===== src/rtl/wisc_pkg.sv =====
// Shared WISC execute-side types: opcodes, branch condition codes, flag bit
// positions and the opcode-to-flag-write classification.
package wisc_pkg;

  typedef enum logic [3:0] {
    OP_ADD    = 4'd0,
    OP_SUB    = 4'd1,
    OP_XOR    = 4'd2,
    OP_RED    = 4'd3,
    OP_SLL    = 4'd4,
    OP_SRA    = 4'd5,
    OP_ROR    = 4'd6,
    OP_PADDSB = 4'd7,
    OP_LW     = 4'd8,
    OP_SW     = 4'd9,
    OP_LHB    = 4'd10,
    OP_LLB    = 4'd11,
    OP_B      = 4'd12,
    OP_BR     = 4'd13,
    OP_PCS    = 4'd14,
    OP_HLT    = 4'd15
  } opcode_t;

  typedef enum logic [2:0] {
    CCC_NE     = 3'd0,
    CCC_EQ     = 3'd1,
    CCC_GT     = 3'd2,
    CCC_LT     = 3'd3,
    CCC_GTE    = 3'd4,
    CCC_LTE    = 3'd5,
    CCC_OVFL   = 3'd6,
    CCC_UNCOND = 3'd7
  } ccc_t;

  typedef enum logic {
    ST_EVAL = 1'b0,
    ST_HOLD = 1'b1
  } br_state_t;

  localparam int FLAG_Z = 2;
  localparam int FLAG_V = 1;
  localparam int FLAG_N = 0;

  function automatic logic writes_all_flags(opcode_t op);
    return (op == OP_ADD) || (op == OP_SUB);
  endfunction

  function automatic logic writes_z_only(opcode_t op);
    return (op == OP_XOR) || (op == OP_SLL) || (op == OP_SRA) || (op == OP_ROR);
  endfunction

endpackage


===== src/rtl/flag_branch_unit_if.sv =====
// EX/ID-side signal bundle of the flag/branch unit; the pipeline is the
// master, the unit is the slave.
interface flag_branch_unit_if;
  logic        ex_valid;
  logic [3:0]  ex_opcode;
  logic [2:0]  alu_flags;
  logic        pipe_stall;
  logic        id_branch;
  logic [2:0]  id_ccc;
  logic        cnt_clr;
  logic [2:0]  flags;
  logic        br_stall;
  logic        br_resolved;
  logic        br_taken;
  logic [15:0] taken_cnt;
  logic [15:0] stall_cnt;

  modport master (
    output ex_valid, ex_opcode, alu_flags, pipe_stall, id_branch, id_ccc, cnt_clr,
    input  flags, br_stall, br_resolved, br_taken, taken_cnt, stall_cnt
  );

  modport slave (
    input  ex_valid, ex_opcode, alu_flags, pipe_stall, id_branch, id_ccc, cnt_clr,
    output flags, br_stall, br_resolved, br_taken, taken_cnt, stall_cnt
  );
endinterface


===== src/rtl/br_cond_eval.sv =====
// Combinational evaluation of a 3-bit branch condition against {Z,V,N}.
module br_cond_eval
  import wisc_pkg::*;
(
  input  ccc_t       ccc,
  input  logic [2:0] flags,
  output logic       taken
);

  logic z, v, n;
  assign z = flags[FLAG_Z];
  assign v = flags[FLAG_V];
  assign n = flags[FLAG_N];

  always_comb begin
    taken = 1'b0;
    case (ccc)
      CCC_NE:     taken = !z;
      CCC_EQ:     taken = z;
      CCC_GT:     taken = !z && !n;
      CCC_LT:     taken = n;
      CCC_GTE:    taken = z || (!z && !n);
      CCC_LTE:    taken = n || z;
      CCC_OVFL:   taken = v;
      CCC_UNCOND: taken = 1'b1;
      default:    taken = 1'b0;
    endcase
  end

endmodule


===== src/rtl/flag_branch_unit.sv =====
// Flag register, branch-resolution FSM (EVAL/HOLD) and saturating branch
// statistics for the WISC execute stage.
module flag_branch_unit
  import wisc_pkg::*;
(
  input  logic          clk,
  input  logic          rst_n,
  flag_branch_unit_if.slave bus
);

  br_state_t   state_q, state_d;
  logic [2:0]  flags_q, flags_d;
  logic [15:0] taken_cnt_q, taken_cnt_d;
  logic [15:0] stall_cnt_q, stall_cnt_d;

  opcode_t ex_op;
  ccc_t    id_ccc;
  logic    wr_all, wr_z, flag_wr, hazard, cond_taken;
  logic    br_stall, br_resolved, br_taken;

  assign ex_op   = opcode_t'(bus.ex_opcode);
  assign id_ccc  = ccc_t'(bus.id_ccc);
  assign wr_all  = bus.ex_valid && !bus.pipe_stall && writes_all_flags(ex_op);
  assign wr_z    = bus.ex_valid && !bus.pipe_stall && writes_z_only(ex_op);
  assign flag_wr = wr_all || wr_z;
  assign hazard  = bus.id_branch && (id_ccc != CCC_UNCOND) && flag_wr;

  // The branch always looks at the registered flags, never the ALU output.
  br_cond_eval u_cond (
    .ccc   (id_ccc),
    .flags (flags_q),
    .taken (cond_taken)
  );

  always_comb begin
    flags_d = flags_q;
    if (wr_all) begin
      flags_d = bus.alu_flags;
    end else if (wr_z) begin
      flags_d[FLAG_Z] = bus.alu_flags[FLAG_Z];
    end
  end

  always_comb begin
    br_stall    = 1'b0;
    br_resolved = 1'b0;
    br_taken    = 1'b0;
    state_d     = state_q;
    if (rst_n && !bus.pipe_stall) begin
      case (state_q)
        ST_EVAL: begin
          if (hazard) begin
            br_stall = 1'b1;
            state_d  = ST_HOLD;
          end else if (bus.id_branch) begin
            br_resolved = 1'b1;
            br_taken    = cond_taken;
          end
        end
        ST_HOLD: begin
          // EX now carries the bubble from the stall, so HOLD never re-stalls.
          if (bus.id_branch) begin
            br_resolved = 1'b1;
            br_taken    = cond_taken;
          end
          state_d = ST_EVAL;
        end
        default: state_d = ST_EVAL;
      endcase
    end
  end

  always_comb begin
    taken_cnt_d = taken_cnt_q;
    stall_cnt_d = stall_cnt_q;
    if (bus.cnt_clr) begin
      taken_cnt_d = 16'h0000;
      stall_cnt_d = 16'h0000;
    end else begin
      if (br_resolved && br_taken && (taken_cnt_q != 16'hFFFF)) begin
        taken_cnt_d = taken_cnt_q + 16'd1;
      end
      if (br_stall && (stall_cnt_q != 16'hFFFF)) begin
        stall_cnt_d = stall_cnt_q + 16'd1;
      end
    end
  end

  always_ff @(posedge clk) begin
    if (!rst_n) begin
      state_q     <= ST_EVAL;
      flags_q     <= 3'b000;
      taken_cnt_q <= 16'h0000;
      stall_cnt_q <= 16'h0000;
    end else begin
      state_q     <= state_d;
      flags_q     <= flags_d;
      taken_cnt_q <= taken_cnt_d;
      stall_cnt_q <= stall_cnt_d;
    end
  end

  assign bus.flags       = flags_q;
  assign bus.br_stall    = br_stall;
  assign bus.br_resolved = br_resolved;
  assign bus.br_taken    = br_taken;
  assign bus.taken_cnt   = taken_cnt_q;
  assign bus.stall_cnt   = stall_cnt_q;

endmodule


===== src/flat_wrapper.sv =====
// flat-port wrapper written by rule: the top's interface ports become plain ports
module flag_branch_unit_flat import wisc_pkg::*;
  (clk, rst_n, bus_ex_valid, bus_ex_opcode, bus_alu_flags, bus_pipe_stall, bus_id_branch, bus_id_ccc, bus_cnt_clr, bus_flags, bus_br_stall, bus_br_resolved, bus_br_taken, bus_taken_cnt, bus_stall_cnt);
  flag_branch_unit_if bus_i ();
  input  logic clk;
  input  logic rst_n;
  input wire logic [$bits(bus_i.ex_valid)-1:0] bus_ex_valid;
  input wire logic [$bits(bus_i.ex_opcode)-1:0] bus_ex_opcode;
  input wire logic [$bits(bus_i.alu_flags)-1:0] bus_alu_flags;
  input wire logic [$bits(bus_i.pipe_stall)-1:0] bus_pipe_stall;
  input wire logic [$bits(bus_i.id_branch)-1:0] bus_id_branch;
  input wire logic [$bits(bus_i.id_ccc)-1:0] bus_id_ccc;
  input wire logic [$bits(bus_i.cnt_clr)-1:0] bus_cnt_clr;
  output wire logic [$bits(bus_i.flags)-1:0] bus_flags;
  output wire logic [$bits(bus_i.br_stall)-1:0] bus_br_stall;
  output wire logic [$bits(bus_i.br_resolved)-1:0] bus_br_resolved;
  output wire logic [$bits(bus_i.br_taken)-1:0] bus_br_taken;
  output wire logic [$bits(bus_i.taken_cnt)-1:0] bus_taken_cnt;
  output wire logic [$bits(bus_i.stall_cnt)-1:0] bus_stall_cnt;
  assign bus_i.ex_valid = bus_ex_valid;
  assign bus_i.ex_opcode = bus_ex_opcode;
  assign bus_i.alu_flags = bus_alu_flags;
  assign bus_i.pipe_stall = bus_pipe_stall;
  assign bus_i.id_branch = bus_id_branch;
  assign bus_i.id_ccc = bus_id_ccc;
  assign bus_i.cnt_clr = bus_cnt_clr;
  assign bus_flags = bus_i.flags;
  assign bus_br_stall = bus_i.br_stall;
  assign bus_br_resolved = bus_i.br_resolved;
  assign bus_br_taken = bus_i.br_taken;
  assign bus_taken_cnt = bus_i.taken_cnt;
  assign bus_stall_cnt = bus_i.stall_cnt;
  flag_branch_unit u_core (.clk(clk), .rst_n(rst_n), .bus(bus_i));
endmodule

===== config.mk =====
export PLATFORM = sky130hd
export DESIGN_NAME = flag_branch_unit_flat
export DESIGN_NICKNAME = d
export VERILOG_FILES = /design/src/rtl/wisc_pkg.sv /design/src/rtl/flag_branch_unit_if.sv /design/src/rtl/br_cond_eval.sv /design/src/rtl/flag_branch_unit.sv /design/src/flat_wrapper.sv
export SDC_FILE = /design/constraint.sdc
export NUM_CORES = 1
export LEC_CHECK = 0
export ABC_CLOCK_PERIOD_IN_PS = 6400
export CORE_ASPECT_RATIO = 1.25
export CORE_MARGIN = 10
export CORE_UTILIZATION = 51
export CTS_CLUSTER_DIAMETER = 60
export CTS_CLUSTER_SIZE = 8
export DETAILED_ROUTE_END_ITERATION = 12
export GPL_ROUTABILITY_DRIVEN = 0
export GPL_TIMING_DRIVEN = 0
export PLACE_DENSITY = 0.84
export SLEW_MARGIN = 25
export SYNTH_ARGS = -nofsm -noshare
export SYNTH_HDL_FRONTEND = slang
export SYNTH_SLANG_ARGS = --single-unit

===== constraint.sdc =====
create_clock -name clk -period 6.4 [get_ports clk]
set_input_delay 1.28 -clock clk [delete_from_list [all_inputs] [get_ports clk]]
set_output_delay 1.28 -clock clk [all_outputs]
set_load 0.005 [all_outputs]

Word level (Yosys, flattened, before mapping)
Index checks and enable logic that the tools add are counted.
W data, S select, Z words.
- add/sub/neg operators: 2
- equal/unequal tests: 15
- mux-type cells: 15
- bitwise logic cells: 2
- reductions and logical operators: 24
- operators with widths (cell ; number):
    $add A16 B1 Y16 const B ; 2
    $ne A16 B16 Y1 const B ; 2
    $eq A3 B3 Y1 const B ; 4
    $eq A4 B3 Y1 const B ; 3
    $mux W1 ; 11
    $logic_and A1 B1 Y1 ; 10
    $pmux W1 S8 ; 1
    $logic_or A1 B1 Y1 ; 7
    $eq A3 B2 Y1 const B ; 2
    $pmux W1 S2 ; 3
    $eq A4 B1 Y1 const B ; 1
    $eq A4 B2 Y1 const B ; 1
    $logic_not A4 Y1 ; 1
    $eq A3 B1 Y1 const B ; 1
    $logic_not A1 Y1 ; 3
    $logic_not A3 Y1 ; 1
    $ne A3 B3 Y1 const B ; 1
    $not A1 Y1 ; 2
    $reduce_bool A2 Y1 ; 1
    $reduce_or A2 Y1 ; 1
- bits in registers: 36
- bits of input ports: 16
- output and inout bits: 38
- word-level logic and storage cells: 63

Longest topological paths before layout
Gate-level depths: netlist (run 1).
- depth in word-level cells: 12
- depth in mapped cells: 8
- mapped depth without buffers: 7

By module
From an unflattened synthesis (run 1), not the netlist that was laid out.
- cell total of the unflattened synthesis: 231
- area total of the unflattened synthesis: 1900.6 µm²
- modules (own cells, without submodules) (module ; instances ; cells each ; area each (µm²) ; seq. area each (µm²)):
    flag_branch_unit ; 1 ; 220 ; 1824.2 ; 720.7
    br_cond_eval ; 1 ; 11 ; 76.3 ; 0.0

Least setup slack after synthesis (run 1)
No wires, ideal clock.
- path kind: input port to output port
- start point: in bus_id_ccc[1]
- end point: out bus_br_taken
- data arrival time: 2.098 ns
- data required time: 5.120 ns
- setup slack: 3.022 ns
- cell stages on the path: 3
- buffers on the path: 0
- path through: maj3_1 > o311ai_4 > nor2_1
- longest elaborated chain between the ends: 6
- elaborated cells between the ends (all ways): 16
- classes of those cells: eq/ne (8); mux (5); reduce/logical (3)
- RTL lines (element ; line ; text):
    start: declaration ; flat_wrapper.sv:12 ; input wire logic [$bits(bus_i.id_ccc)-1:0] bus_id_ccc;
    $eq A3 B3 Y1 (tied with other cells) ; br_cond_eval.sv:17 ; case (ccc)
    $pmux W1 S8 / $logic_and A1 B1 Y1 (equally long branches) ; br_cond_eval.sv:17, flag_branch_unit.sv:26 ;
    $mux W1 / $logic_and A1 B1 Y1 (equally long branches) ; flag_branch_unit.sv:55, flag_branch_unit.sv:62, flag_branch_unit.sv:26 ;
    $mux W1 ; flag_branch_unit.sv:52 ; if (hazard) begin
    $pmux W1 S2 * ; flag_branch_unit.sv:50 ; case (state_q)
    $mux W1 * ; flag_branch_unit.sv:49 ; if (rst_n && !bus.pipe_stall) begin
    end: declaration ; flat_wrapper.sv:17 ; output wire logic [$bits(bus_i.br_taken)-1:0] bus_br_taken;
Mark *: on every way between the ends. The rest lies on a longest branch, timed or not.

Final worst setup path (run 1)
- start point: in rst_n
- end point: out bus_br_taken
- longest elaborated chain between the ends: 2
- RTL lines (element ; line ; text):
    start: declaration ; flat_wrapper.sv:6 ; input logic rst_n;
    $logic_and A1 B1 Y1 ; flag_branch_unit.sv:49 ;
    $mux W1 ; flag_branch_unit.sv:49 ;
Every way passes these cells.

==> flow_metrics.tcl, run 1 <==
set metrics [dict create \
    outcome "finished clean" \
    syn_area_per_cell_um2 8.76 \
    worstPathMaxFanout 8 \
    critPathCaptureType "output port" \
    layout_common_cells "53 x clkdlybuf4s50_1, 36 x dfxtp_1, 30 x nor2_1" \
    synth-async-reset-ratio_pct 0 \
    ys_seq_area_share_pct 37.0 \
    postCtsSetupBuffers 0 \
    nets 300 \
    finalCritPeriodShare_pct 71.7 \
    combPwrFrac_pct 7.3 \
    power_leakage_nw 0.879 \
    grt_use_total_pct 15.7 \
    slew_headroom_pct 43.9 \
    grt_max_degree 12 \
    clockPowerShare_pct 39.8 \
    hold_viol 0 \
    synth-edff-count 0 \
    grt_antenna_before_repair 0 \
    ios 54 \
    grt_pass1_wl_mm 8.34 \
    max_clock_freq_ghz 0.218 \
    post_drt_wl_per_cell_um 15.4 \
    power_density_nw_per_um2 162 \
    rsz0062_at_grt "no" \
    start_kind "input pin" \
    fin_skew_ns 0.00561 \
    worstReg2RegEnd "u_core.bus.taken_cnt[13]$_SDFFE_PP0P_" \
    start_util_pct 52.3 \
    core_um2 3720 \
    finalSetupViolations 0 \
    drt_iter0_drc 98 \
    min_from "u_core.state_q$_SDFFE_PN0P_" \
    holdPathEnd "u_core.state_q$_SDFFE_PN0P_" \
    post_dp_cell_area_um2 2530 \
    syn_nets 240 \
    io_buffer_count 53 \
    via_per_inst 5.74 \
    ys_ff_latch 36 \
    cts_tree "done" \
    antenna_left 0 \
    synth_area_um2 1950 \
    die_height_um 89.1 \
    hold_path_class "flop to flop" \
    synth_ff_type "dfxtp_1" \
    swShare_pct 23.1 \
    die_width_um 75.2 \
    worstSetupPathType "input pin to output port" \
    filler_cell_count 313 \
    intPower_uw 327 \
    cts_buffers 5 \
    whs_ns 0.491 \
    clock_sinks 36 \
    grt_pass1_vias 1811 \
    cap_viol_max_count 0 \
    rows 25 \
    synth_area_leaders "dfxtp_1 37%, nor2_1 5.8%, xnor2_1 5.0%, nand2_1 3.7%, nand3_1 3.3%" \
    cts_buffer_depth 2 \
    drtPass1Iterations 4 \
    setup_ws_ns 1.81 \
    seq_power_share_pct 52.9 \
    pre_cts_ws_ns 1.80 \
    fin_tns_setup_ns 0 \
    root_buffer "clkbuf_8" \
    gr-total-overflow 0 \
    synth_top_area_share_pct 37.0 \
    tightest_slew_ns 0.840 \
    cp.arrival_ns 3.31 \
    final_util_pct 70.4 \
    wl_mm 4.99 \
    cts_resized 0 \
    ys.warnings.count 0 \
    ff2ff_setup_slack_ns 4.10 \
    final_common_cell "clkdlybuf4s50_1" \
    peakVddDrop_v 0.000144 \
    reg2reg_depth 8 \
    clkTransAtPathRegs_ns 0.07 \
    hold_buffers 0 \
    route.detailed.drc 0 \
    syn_to_final_growth_pct 34.7 \
    holdPathStages 1 \
    final_area_um2 2620 \
    final_max_slew_viol_count 0 \
    layout-drive-gt1-share_pct 10.2 \
    diodes 0 \
    htreeDepth 2 \
    synth_cells 222 \
    place.detailed.hpwl_mm 3.84 \
    r2r-start "u_core.bus.taken_cnt[0]$_SDFFE_PP0P_" \
    p_sw_uw 98.2 \
    clk_latency_ns 0.29 \
    synth.distinct_cells 52 \
    dieArea_um2 6700 \
    finalWorstPathRequiredPeriod_ns 4.59 \
    synth_top_area_cell "dfxtp_1" \
    num_vias 1855 \
    required_ns 5.12 \
]
-- registers in the layout, indices dropped and copies added (netlist names) --
register / flops
u_core.bus.stall_cnt: 16
u_core.bus.taken_cnt: 16
u_core.state_q: 1
u_core.bus.flags: 3
-- layer usage --
layer  global-route usage [%]  up-vias  wire (um)
li1                         -      922          -
met1                     17.4      874       2020
met2                     27.0       52       2530
met3                     6.22        7        379
met4                     4.57        0         48
met5                        0        -          0
-- area by class of cell --
cell class / instances / area, um^2 / area share (%)
clock buffers: 7 / 86.3 / 3.30
repair buffers: 53 / 531 / 20.2
multi-input cells: 174 / 1160 / 44.3
clock inverters: 1 / 7.51 / 0.287
flip-flops and latches: 36 / 721 / 27.5
inverters: 5 / 18.8 / 0.716
well taps: 40 / 50.0 / 1.91
plain buffers: 7 / 45.0 / 1.72
-- synthesized netlist by cell type, types with 4 or more instances --
cell type and instances:
dfxtp_1 36, nor2_1 30, nand2_1 19, nand3_1 13, xnor2_1 11, nand4_1 7, a21oi_1 6, a31oi_1 6
nor3_1 6, and2_1 5, inv_1 5, xor2_1 5, and3_1 4, nand2b_1 4, nand3b_1 4, o21ai_0 4
-- critical path, stage by stage --
cell and delay (ns):
clkdlybuf4s50_1 0.62, nand3b_1 0.16, a41oi_4 0.24, o311ai_4 0.16, nor2_1 0.27, clkdlybuf4s50_1 0.57
-- power by group through the flow --
stage	logic (mW)	registers [mW]	clock network (mW)
after floorplan	0.0142	0.230	0
after global placement	0.0305	0.230	0
after detailed placement	0.0311	0.230	0
after CTS	0.0312	0.225	0.172
after global routing	0.0342	0.225	0.181
final	0.0309	0.225	0.169
-- worst max path at each step --
| stage | startpoint | to | slack, ns | cells after the start |
|---|---|---|---|---|
| finish | rst_n | bus_br_taken | 1.81 | 6 |
| detailed placement | rst_n | bus_br_taken | 1.80 | 6 |
| global placement | rst_n | bus_br_taken | 1.83 | 6 |
| CTS | rst_n | bus_br_taken | 1.77 | 6 |
| floorplan | bus_id_ccc[1] | bus_br_taken | 3.02 | 3 |
| global route | rst_n | bus_br_taken | 1.63 | 6 |
-- cells by family (layout without fill, tap and decap cells) --
family,Yosys count,in the layout,synth area share [%]
AND/OR/NAND/NOR,117,117,34.0
flip-flops,36,36,37.0
AO/OA/AOI/OAI,35,35,15.2
XOR/XNOR,16,16,7.20
buffers and inverters,12,73,3.28
adder cells (fa/ha/maj),3,3,1.80
multiplexers,3,3,1.54
-- per-stage QoR --
| stage | std cells | total power, mW |
|---|---|---|
| floorplan | 222 | 0.244 |
| global placement | 315 | 0.261 |
| detailed placement | 315 | 0.261 |
| CTS | 323 | 0.428 |
| global route | 323 | 0.441 |
| finish | 323 | 0.426 |
(Power assumes the default switching activity.)
==> inputs of run 2 (changes only) <==
Settings changed: ABC_CLOCK_PERIOD_IN_PS 6400 to 4100, CORE_UTILIZATION 51 to 43, PLACE_DENSITY 0.84 to 0.76.
Clock period 6.4 ns to 4.1 ns, I/O delays scaled along.
==> run 2 against run 1 <==
Effect of this change:
- clock skew increased by 0.0058 ns
- clock power increased by 86%
- critical endpoint unchanged
- via count decreased by 0.70%
- sequential power increased by 56%
- final cell count increased by 5.6%
- sequential share of layout area decreased by 0.41 points
- design area increased by 1.5%
- setup slack got worse by 1.4 ns
- largest cell class unchanged
- die area increased by 14%
==> flow_metrics.tcl, run 2 (synthesis gave the netlist of run 1 again) <==
set metrics [dict create \
    place.detailed.hpwl_mm 3.82 \
    tightest_slew_ns 0.697 \
    grt_max_degree 13 \
    gr-total-overflow 0 \
    start_kind "input pin" \
    finalSetupViolations 0 \
    wl_mm 4.90 \
    rows 27 \
    instances_no_fill 341 \
    diodes 0 \
    num_vias 1842 \
    cts_resized 0 \
    core_um2 4390 \
    grt_use_total_pct 13.0 \
    grt_antenna_before_repair 0 \
    cts_buffer_depth 2 \
    crit_chain "clkdlybuf4s50_1 > nand3b_1 > a41oi_4 > o311ai_4 > nor2_1 > clkdlybuf4s50_1" \
    startpoint "rst_n" \
    critPathCaptureType "output port" \
    slew_headroom_pct 53.4 \
    drtPass1Iterations 4 \
    start_util_pct 44.3 \
    io_buffer_count 53 \
    hold_path_class "flop to flop" \
    worstSetupPathType "input pin to output port" \
    power_density_nw_per_um2 268 \
    final_common_cell "clkdlybuf4s50_1" \
    hold_buffers 0 \
    r2r-start "u_core.bus.taken_cnt[0]$_SDFFE_PP0P_" \
    peakVddDrop_v 0.000185 \
    die_height_um 95.2 \
    rsz0062_at_grt "no" \
    root_buffer "clkbuf_8" \
    final_max_slew_viol_count 0 \
    htreeDepth 2 \
    finalWorstPathRequiredPeriod_ns 3.69 \
    fin_tns_setup_ns 0 \
    worstPathMaxFanout 8 \
    clk_latency_ns 0.30 \
    antenna_left 0 \
    cts_tree "done" \
    route.detailed.drc 0 \
    drt_iter0_drc 113 \
    max_stage_delay_ns 0.62 \
    cap_viol_max_count 0 \
    finalCritPeriodShare_pct 90.0 \
    clkTransAtPathRegs_ns 0.07 \
    post_drt_wl_per_cell_um 14.4 \
    outcome "finished clean" \
    die_width_um 80.2 \
    grt_pass1_wl_mm 8.00 \
    min_from "u_core.bus.flags[1]$_SDFFE_PN0P_" \
    cp_common_cell "clkdlybuf4s50_1" \
    ios 54 \
    clock_sinks 36 \
    power_leakage_nw 0.889 \
    ff2ff_setup_slack_ns 1.77 \
    fin_skew_ns 0.0115 \
    dp_cells 333 \
    grt_pass1_vias 1755 \
    dieArea_um2 7630 \
    max_clock_freq_ghz 0.271 \
    via_per_inst 5.40 \
    hold_viol 0 \
    postCtsSetupBuffers 0 \
    nets 300 \
    required_ns 3.28 \
    cp.arrival_ns 2.87 \
    critPathSlowestCell "clkdlybuf4s50_1" \
    layout_common_cells "53 x clkdlybuf4s50_1, 36 x dfxtp_1, 30 x nor2_1" \
    layout-drive-gt1-share_pct 10.6 \
    cts_buffers 5 \
    syn_to_final_growth_pct 36.7 \
]
run 2: cell count changes in the layout (fill, tap and decap cells not counted):
cell,before,now
bufinv_16,0,1
clkbuf_1,4,3
clkbuf_8,6,5
clkinv_2,0,1
run 2: critical path, delay by kind of cell:
kind                   cells  cell delay [ns]
buffers and inverters      2             1.20
AND/OR/NAND/NOR            2             0.45
AO/OA/AOI/OAI              2             0.40
run 2: stage by stage:
stage	area, um^2	worst slack [ns]	power, mW	hold slack, ns	utilization [%]
floorplan	1950	1.64	0.382	0.461	-
global placement	2550	0.419	0.408	0.473	58.0
detailed placement	2550	0.397	0.408	0.483	58.0
CTS	2660	0.396	0.723	0.494	60.6
global route	2660	0.282	0.743	0.525	60.6
finish	2660	0.411	0.713	0.487	60.6
run 2: area by class of cell:
cell class,instances,area [um^2]
clock inverters,3,42.5
clock buffers,5,68.8
flip-flops and latches,36,721
multi-input cells,174,1160
plain buffers,7,45.0
well taps,58,72.6
repair buffers,53,531
inverters,5,18.8
fillers,384,1730
run 2: path summary, 6_finish.rpt:
path	endpoint	cells after the start
min reg2reg	u_core.bus.flags[1]$_SDFFE_PN0P_	2
max	bus_br_taken	6
max reg2reg	u_core.bus.taken_cnt[13]$_SDFFE_PP0P_	8
min	u_core.bus.flags[1]$_SDFFE_PN0P_	2
run 2: where the power goes:
part	switching, mW	leakage, nW	internal (mW)
logic	0.0237	0.545	0.0241
clock network	0.134	0.0541	0.180
registers	0.00124	0.290	0.350
total	0.159	0.889	0.554
run 2: layer usage:
layer	up-vias	global-route usage, %	routed length, um	share of wire, %
met2	42	23.7	2560	52
met1	864	13.1	1950	40
li1	927	-	-	-
met5	-	0	0	0
met3	9	4.80	326	6.6
met4	0	5.15	72	1.5
==> inputs of run 3 (changes only) <==
Settings changed: CELL_PAD_IN_SITES_DETAIL_PLACEMENT from default to 0, CELL_PAD_IN_SITES_GLOBAL_PLACEMENT from default to 1, CORE_UTILIZATION 43 to 32, PLACE_DENSITY 0.76 to default, PLACE_DENSITY_LB_ADDON from default to 0.1.
==> run 3 against run 2 <==
Effect of this change:
- die area is 26% higher
- hold slack better by 0.0020 ns
- register-to-register slack improved by 0.02 ns
- total power up 4.8%
- routed wire length is 8.9% higher
- clock power up 11%
- non-clock buffer count unchanged
- global-route usage fell by 1.8 points
- setup slack worse by 0.026 ns
- sequential share of layout area down 0.45 points
- critical endpoint unchanged
- largest power group unchanged
- highest routed layer unchanged
==> flow_metrics.tcl, run 3 (synthesis gave the netlist of run 1 again) <==
set metrics [dict create \
    outcome "finished clean" \
    route.detailed.drc 0 \
    ios 54 \
    min_from "u_core.bus.flags[1]$_SDFFE_PN0P_" \
    worstPathMaxFanout 8 \
    power_leakage_nw 0.899 \
    wl_mm 5.34 \
    layout-drive-gt1-share_pct 10.6 \
    cts_tree "done" \
    htreeDepth 2 \
    worstSetupPathType "input pin to output port" \
    nets 300 \
    drt_iter0_drc 62 \
    power_density_nw_per_um2 276 \
    drtPass1Iterations 5 \
    hold_viol 0 \
    final_util_pct 46.2 \
    grt_antenna_before_repair 0 \
    postCtsSetupBuffers 0 \
    fin_tns_setup_ns 0 \
    die_height_um 107 \
    cts_buffers 5 \
    cts_buffer_depth 2 \
    pre_cts_ws_ns 0.370 \
    gr-total-overflow 0 \
    dieArea_um2 9620 \
    peakVddDrop_v 0.000123 \
    critPathCaptureType "output port" \
    root_buffer "clkbuf_8" \
    diodes 0 \
    rows 31 \
    cap_viol_max_count 0 \
    start_util_pct 33.2 \
    clock_sinks 36 \
    grt_pass1_vias 1782 \
    instances_no_fill 365 \
    fin_skew_ns 0.00676 \
    r2r-start "u_core.bus.taken_cnt[0]$_SDFFE_PP0P_" \
    grt_pass1_wl_mm 9.01 \
    place.detailed.hpwl_mm 4.05 \
    rsz0062_at_grt "no" \
    layout_common_cells "53 x clkdlybuf4s50_1, 36 x dfxtp_1, 30 x nor2_1" \
    final_max_slew_viol_count 0 \
    p_total_uw 747 \
    worstReg2RegEnd "u_core.bus.taken_cnt[13]$_SDFFE_PP0P_" \
    holdPathStages 2 \
    via_per_inst 5.04 \
    grt_max_degree 12 \
    tightest_slew_ns 0.775 \
    dp_cells 357 \
    setup_ws_ns 0.385 \
    slew_headroom_pct 48.2 \
    finalSetupViolations 0 \
    hold_buffers 0 \
    core_um2 5860 \
    ff2ff_setup_slack_ns 1.79 \
    cp.arrival_ns 2.89 \
    start_kind "input pin" \
    required_ns 3.28 \
    clk_latency_ns 0.29 \
    io_buffer_count 53 \
    num_vias 1840 \
    clkTransAtPathRegs_ns 0.07 \
    cts_resized 0 \
    hold_path_class "flop to flop" \
    max_clock_freq_ghz 0.269 \
    post_drt_wl_per_cell_um 14.6 \
    finalCritPeriodShare_pct 90.6 \
    grt_use_total_pct 11.2 \
    antenna_left 0 \
    die_width_um 89.7 \
    final_common_cell "clkdlybuf4s50_1" \
    finalWorstPathRequiredPeriod_ns 3.71 \
    syn_to_final_growth_pct 39.0 \
    reg2reg_depth 8 \
    holdPathEnd "u_core.bus.flags[1]$_SDFFE_PN0P_" \
]
-- run 3: cell types whose count changed in the layout (fill, tap and decap cells not counted) --
| cell | delta |
|---|---|
| clkbuf_8 | +2 |
| clkinv_2 | -1 |
| clkinvlp_4 | -1 |
-- run 3: worst max-delay path by stage --
stage,start,cells after the start,to
global route,rst_n,6,bus_br_taken
floorplan,bus_id_ccc[1],3,bus_br_taken
CTS,rst_n,6,bus_br_taken
detailed placement,rst_n,6,bus_br_taken
global placement,rst_n,6,bus_br_taken
finish,rst_n,6,bus_br_taken
-- run 3: power by group --
group	switching [mW]	internal (mW)
logic	0.0247	0.0241
registers	0.00132	0.350
clock network	0.132	0.215
total	0.158	0.589
-- run 3: worst max-delay path, cell delays in order --
cell	delay, ns
clkdlybuf4s50_1	0.64
nand3b_1	0.16
a41oi_4	0.26
o311ai_4	0.17
nor2_1	0.28
clkdlybuf4s50_1	0.57
-- run 3: metrics by stage --
stage | instance area, um^2 | hold WS [ns]
floorplan | 1950 | 0.461
global placement | 2580 | 0.469
detailed placement | 2580 | 0.476
CTS | 2710 | 0.494
global route | 2710 | 0.526
finish | 2710 | 0.489
-- run 3: final cells by class --
class	count	area (um^2)
Clock buffer	7	96.3
Buffer	7	45.0
Fill cell	591	3150
Sequential cell	36	721
Multi-Input combinational cell	174	1160
Inverter	5	18.8
Clock inverter	1	30.0
Timing Repair Buffer	53	531
Tap cell	82	103
-- run 3: layer usage --
layer / vias up / GRT usage, % / wire [um]
met5: - / 0 / 0
met4: 0 / 3.59 / 61
met3: 6 / 3.77 / 320
met2: 40 / 19.7 / 2730
met1: 867 / 12.5 / 2230
li1: 927 / - / -
